### config.mk
export PLATFORM = sky130hd
export DESIGN_NAME = dcache_ctrl
export DESIGN_NICKNAME = d
export VERILOG_FILES = /design/src/rtl/dcache_ctrl.sv
export SDC_FILE = /design/constraint.sdc
export NUM_CORES = 2
export LEC_CHECK = 0
export CAP_MARGIN = 20
export CELL_PAD_IN_SITES_DETAIL_PLACEMENT = 2
export CELL_PAD_IN_SITES_GLOBAL_PLACEMENT = 2
export CORE_AREA = 2 2 473 475
export CTS_CLUSTER_SIZE = 16
export DETAILED_ROUTE_END_ITERATION = 8
export DIE_AREA = 0 0 475 477
export HOLD_SLACK_MARGIN = 0.08
export PLACE_DENSITY_LB_ADDON = 0.1
export SLEW_MARGIN = 5
export SYNTH_ARGS = -nofsm -noshare
export SYNTH_HDL_FRONTEND = slang
export SYNTH_SLANG_ARGS = --single-unit
export TNS_END_PERCENT = 20
### constraint.sdc
create_clock -name clk_i -period 5.2 [get_ports clk_i]
set_input_delay 1.04 -clock clk_i [delete_from_list [all_inputs] [get_ports clk_i]]
set_output_delay 1.04 -clock clk_i [all_outputs]
set_load 0.01 [all_outputs]
### src/rtl/dcache_ctrl.sv
// dcache_ctrl: miss sequencing for the 2-way, 16-set, 32-byte-line write-back
// data cache. Word hits are served combinationally. A miss stalls the CPU,
// writes back a dirty victim, refills the line and then replays the access.
module dcache_ctrl #(
    parameter int MEM_ADDR_W = 32
) (
    input  logic                  clk_i,
    input  logic                  rst_i,
    input  logic                  cpu_req_i,
    input  logic                  cpu_write_i,
    input  logic [MEM_ADDR_W-1:0] cpu_addr_i,
    input  logic [31:0]           cpu_data_i,
    output logic [31:0]           cpu_data_o,
    output logic                  cpu_stall_o,
    output logic                  mem_enable_o,
    output logic                  mem_write_o,
    output logic [MEM_ADDR_W-1:0] mem_addr_o,
    output logic [255:0]          mem_data_o,
    input  logic [255:0]          mem_data_i,
    input  logic                  mem_ack_i,
    output logic [3:0]            sram_addr_o,
    output logic [24:0]           sram_tag_o,
    output logic [255:0]          sram_data_o,
    output logic                  sram_enable_o,
    output logic                  sram_write_o,
    input  logic [24:0]           sram_tag_i,
    input  logic [255:0]          sram_data_i,
    input  logic                  sram_hit_i
);

    typedef enum logic [2:0] {
        IDLE,
        MISS,
        WRITEBACK,
        READMISS,
        READMISSOK
    } state_t;

    state_t                  state_q, state_d;
    logic                    mem_en_q, mem_en_d;
    logic                    mem_we_q, mem_we_d;
    logic [MEM_ADDR_W-1:0]   mem_addr_q, mem_addr_d;
    logic [255:0]            mem_data_q, mem_data_d;
    logic [255:0]            line_q, line_d;

    logic [22:0] tag;
    logic [3:0]  idx;
    logic [2:0]  word;
    logic        hit;
    logic        unused_addr;

    assign tag         = cpu_addr_i[31:9];
    assign idx         = cpu_addr_i[8:5];
    assign word        = cpu_addr_i[4:2];
    assign unused_addr = ^cpu_addr_i[1:0];

    // A raw tag match only counts when the line is valid.
    assign hit = sram_hit_i & sram_tag_i[24];

    // Memory-side request is fully registered so it stays stable until ack.
    assign mem_enable_o = mem_en_q;
    assign mem_write_o  = mem_we_q;
    assign mem_addr_o   = mem_addr_q;
    assign mem_data_o   = mem_data_q;

    // State and memory-request registers; reset aborts any transaction.
    always_ff @(posedge clk_i) begin
        if (rst_i) begin
            state_q    <= IDLE;
            mem_en_q   <= 1'b0;
            mem_we_q   <= 1'b0;
            mem_addr_q <= '0;
            mem_data_q <= '0;
            line_q     <= '0;
        end else begin
            state_q    <= state_d;
            mem_en_q   <= mem_en_d;
            mem_we_q   <= mem_we_d;
            mem_addr_q <= mem_addr_d;
            mem_data_q <= mem_data_d;
            line_q     <= line_d;
        end
    end

    // Next state and next memory request; the victim is captured leaving MISS.
    always_comb begin
        state_d    = state_q;
        mem_en_d   = mem_en_q;
        mem_we_d   = mem_we_q;
        mem_addr_d = mem_addr_q;
        mem_data_d = mem_data_q;
        line_d     = line_q;
        unique case (state_q)
            IDLE: begin
                if (cpu_req_i && !hit) state_d = MISS;
            end
            MISS: begin
                mem_en_d = 1'b1;
                if (sram_tag_i[24:23] == 2'b11) begin
                    state_d    = WRITEBACK;
                    mem_we_d   = 1'b1;
                    mem_addr_d = {sram_tag_i[22:0], idx, 5'b0};
                    mem_data_d = sram_data_i;
                end else begin
                    state_d    = READMISS;
                    mem_we_d   = 1'b0;
                    mem_addr_d = {cpu_addr_i[31:5], 5'b0};
                end
            end
            WRITEBACK: begin
                // Request stays up and turns into the line fetch.
                if (mem_ack_i) begin
                    state_d    = READMISS;
                    mem_we_d   = 1'b0;
                    mem_addr_d = {cpu_addr_i[31:5], 5'b0};
                end
            end
            READMISS: begin
                if (mem_ack_i) begin
                    state_d  = READMISSOK;
                    mem_en_d = 1'b0;
                    line_d   = mem_data_i;
                end
            end
            READMISSOK: state_d = IDLE;
            default:    state_d = IDLE;
        endcase
    end

    // CPU and SRAM side outputs; only IDLE hits and the refill cycle write.
    always_comb begin
        cpu_data_o    = '0;
        cpu_stall_o   = 1'b0;
        sram_enable_o = 1'b0;
        sram_write_o  = 1'b0;
        sram_data_o   = '0;
        sram_tag_o    = '0;
        sram_addr_o   = '0;
        if (!rst_i) begin
            if (cpu_req_i || state_q != IDLE) begin
                sram_addr_o       = idx;
                sram_tag_o[22:0]  = tag;
            end
            unique case (state_q)
                IDLE: begin
                    cpu_stall_o   = cpu_req_i & ~hit;
                    sram_enable_o = cpu_req_i;
                    if (cpu_req_i && hit) begin
                        if (cpu_write_i) begin
                            sram_write_o                    = 1'b1;
                            sram_data_o                     = sram_data_i;
                            sram_data_o[{word, 5'b0} +: 32] = cpu_data_i;
                            sram_tag_o[24:23]               = 2'b11;
                        end else begin
                            cpu_data_o = sram_data_i[{word, 5'b0} +: 32];
                        end
                    end
                end
                MISS: begin
                    cpu_stall_o   = 1'b1;
                    sram_enable_o = 1'b1;
                end
                READMISSOK: begin
                    cpu_stall_o       = 1'b1;
                    sram_enable_o     = 1'b1;
                    sram_write_o      = 1'b1;
                    sram_data_o       = line_q;
                    sram_tag_o[24:23] = 2'b10;
                end
                default: cpu_stall_o = 1'b1;
            endcase
        end
    end

endmodule
==> impl_metrics.json <==
{
  "port_buffers": 1209,
  "root_buffer": "clkbuf_16",
  "path_buf_inv": 4,
  "leakage_nw": 15.4,
  "grt_pass1_vias": 34709,
  "synth_top_area_share_pct": 40.5,
  "holdCritPathClass": "register to register",
  "cp_top_family": "buffers and inverters",
  "grt_pass1_wl_um": 323000,
  "required_ps": 4160,
  "fin_cells": 7830,
  "drc": 0,
  "cts_tree": "built",
  "max_clock_freq_ghz": 0.201,
  "period_needed_ps": 4980,
  "gr-total-overflow": 0,
  "cts.htree.levels": 3,
  "dpl.hpwl_um": 190000,
  "track_usage_pct": 20.9,
  "ys_top_cells_by_area": "dfxtp_1 41%, nand2_1 19%, a21oi_1 10%, a22oi_1 5.4%, mux4_2 5.4%",
  "cts_buffers": 85,
  "cp_cell_sequence": "clkdlybuf4s50_1 > inv_1 > ha_2 > nor2b_1 > and3_2 > buf_4 > a21boi_1 > a221oi_1 > clkdlybuf4s50_1",
  "num_vias": 32244,
  "die-area_mm2": 0.227,
  "wire_per_inst_um": 31.4,
  "die-height_um": 477,
  "ys_warn_count": 0,
  "clockBufferDepth": 3,
  "ys_async_sr_fraction_pct": 0,
  "maxCapViolCount": 0,
  "syn_area_per_cell_um2": 7.41,
  "rsz0062_at_grt": "no",
  "synth-edff-count": 0,
  "worstPathArrival_ps": 3940,
  "totalNegativeSetupSlack_ps": 0,
  "clk_pin_slew_ps": 50,
  "cts_hold_buf": 0,
  "synth-seq-cells": 544,
  "drt_iter0_markers": 1327,
  "ys_types": 47,
  "slowest_delay_ps": 610,
  "cts_num_sinks": 544,
  "skew_ps": 21.9,
  "grt_max_degree": 160,
  "dpl_worst_slack_ps": 70.4,
  "nets": 5377,
  "postRouteAntennaNets": 0,
  "drt_wl_total_um": 246000,
  "die_w_um": 475,
  "placed_area_mm2": 0.0433,
  "cp-start-kind": "input port",
  "synthTopCellsByCount": "1332 x nand2_1, 544 x dfxtp_1, 534 x a21oi_1, 194 x a22oi_1, 189 x o21ai_1",
  "n_fill_cell": 25562,
  "slowest_stage": "clkdlybuf4s50_1",
  "coreArea_mm2": 0.221,
  "holdWs_ps": 455,
  "slew_headroom_pct": 18.8,
  "tightestPinTransition_ps": 1220,
  "p_total_mw": 12.6,
  "crit_top_cell": "clkdlybuf4s50_1",
  "final_util_pct": 20.8,
  "dr.pass1.iters": 5,
  "std_cell_rows": 173,
  "vias_per_cell": 4.12,
  "setup_ws_ps": 218,
  "antenna_found_initial": 86,
  "outcome": "completed",
  "start_util_pct": 12.1,
  "ys_seq_area_share_pct": 40.5,
  "ios": 1217,
  "area_growth_pct": 71.7,
  "critPathCaptureType": "output pin",
  "peakVddDrop_mv": 0.205,
  "drive_above_1_share_pct": 8.97,
  "gp_congestion": 0.791,
  "finalHoldViolations": 0,
  "placed_cells": 7652,
  "setup_viol": 0,
  "clk_latency_ps": 730,
  "synth.most_common_cell": "nand2_1",
  "path_max_fanout": 12,
  "maxSlewViolCount": 0,
  "synth_ff_type": "dfxtp_1",
  "yosysTopAreaCell": "dfxtp_1",
  "powerDensity_mw_per_mm2": 274,
  "fin_area_mm2": 0.0461,
  "critical_path_class": "input port to output pin",
  "fin_crit_sh_pct": 95.8,
  "netlist_instances": 3624,
  "netlist_area_mm2": 0.0269
}
[cell type report]
class,count,area [um^2],share of cell area (%)
Antenna cell,26,65.1,0.141
Clock buffer,137,2560,5.56
Clock inverter,15,208,0.450
Inverter,67,251,0.545
Multi-Input combinational cell,2681,14400,31.3
Sequential cell,544,10900,23.6
Tap cell,2975,3720,8.07
Timing Repair Buffer,1385,14000,30.3
[cells by family after synthesis]
logic type	count (synthesis)	share of synthesized area, %
XOR/XNOR	1	0.0326
AND/OR/NAND/NOR	1478	21.8
multiplexers	91	6.37
buffers and inverters	403	6.50
other	1	0.0140
adder cells (fa/ha/maj)	6	0.280
AO/OA/AOI/OAI	1100	24.4
flip-flops	544	40.5
[placed cells by master, fill, tap and decap left out, types with 47 or more instances in the layout]
| master | instances |
|---|---|
| dfxtp_1 | 544 |
| clkdlybuf4s50_1 | 1193 |
| a21oi_1 | 533 |
| o21ai_1 | 189 |
| clkbuf_16 | 87 |
| buf_4 | 142 |
| buf_12 | 47 |
| a22oi_1 | 194 |
| nand2_1 | 1328 |
| mux4_2 | 64 |
| inv_1 | 67 |
[path summary, 6_finish.rpt]
kind	startpoint	end	slack, ps	depth (start not counted)
worst min register to register	mem_data_o[135]	mem_data_o[135]	460	2
worst min-delay path	mem_data_o[135]	mem_data_o[135]	460	2
worst max register to register	state_q[0]	line_q[196]	2340	6
worst max-delay path	cpu_addr_i[4]	sram_data_o[150]	220	9
[routing by layer]
layer	vias to the layer above	track usage (%)	part of all wire, %
met3	260	6.22	6.6
li1	14670	-	-
met5	-	0	0.15
met4	60	4.22	1.9
met2	906	39.9	54
met1	16348	22.4	38
[registers in the layout, indices dropped and copies added, names as in the netlist]
name          flops
line_q          256
mem_addr_o       27
mem_data_o      256
mem_enable_o      1
mem_write_o       1
state_q           3
[worst min-delay path, cell delays in order, from the launching register on]
cell     delay (ps)
dfxtp_1         300
nand2_1          50
a21oi_1          50
[power by group]
group          switching (mW)  internal [mW]  leakage [nW]
combinational            1.28          0.991          9.60
clock                    2.46           3.55          1.35
sequential             0.0727           4.29          4.40
total                    3.81           8.84          15.4
[repair_timing]
| item | in CTS | in global routing |
|---|---|---|
| gates resized for setup | 0 | 1 |
| setup endpoints to repair | 0 | 8 |
| setup buffers | 0 | 0 |
Note: power is estimated with default switching activity, not from simulation.
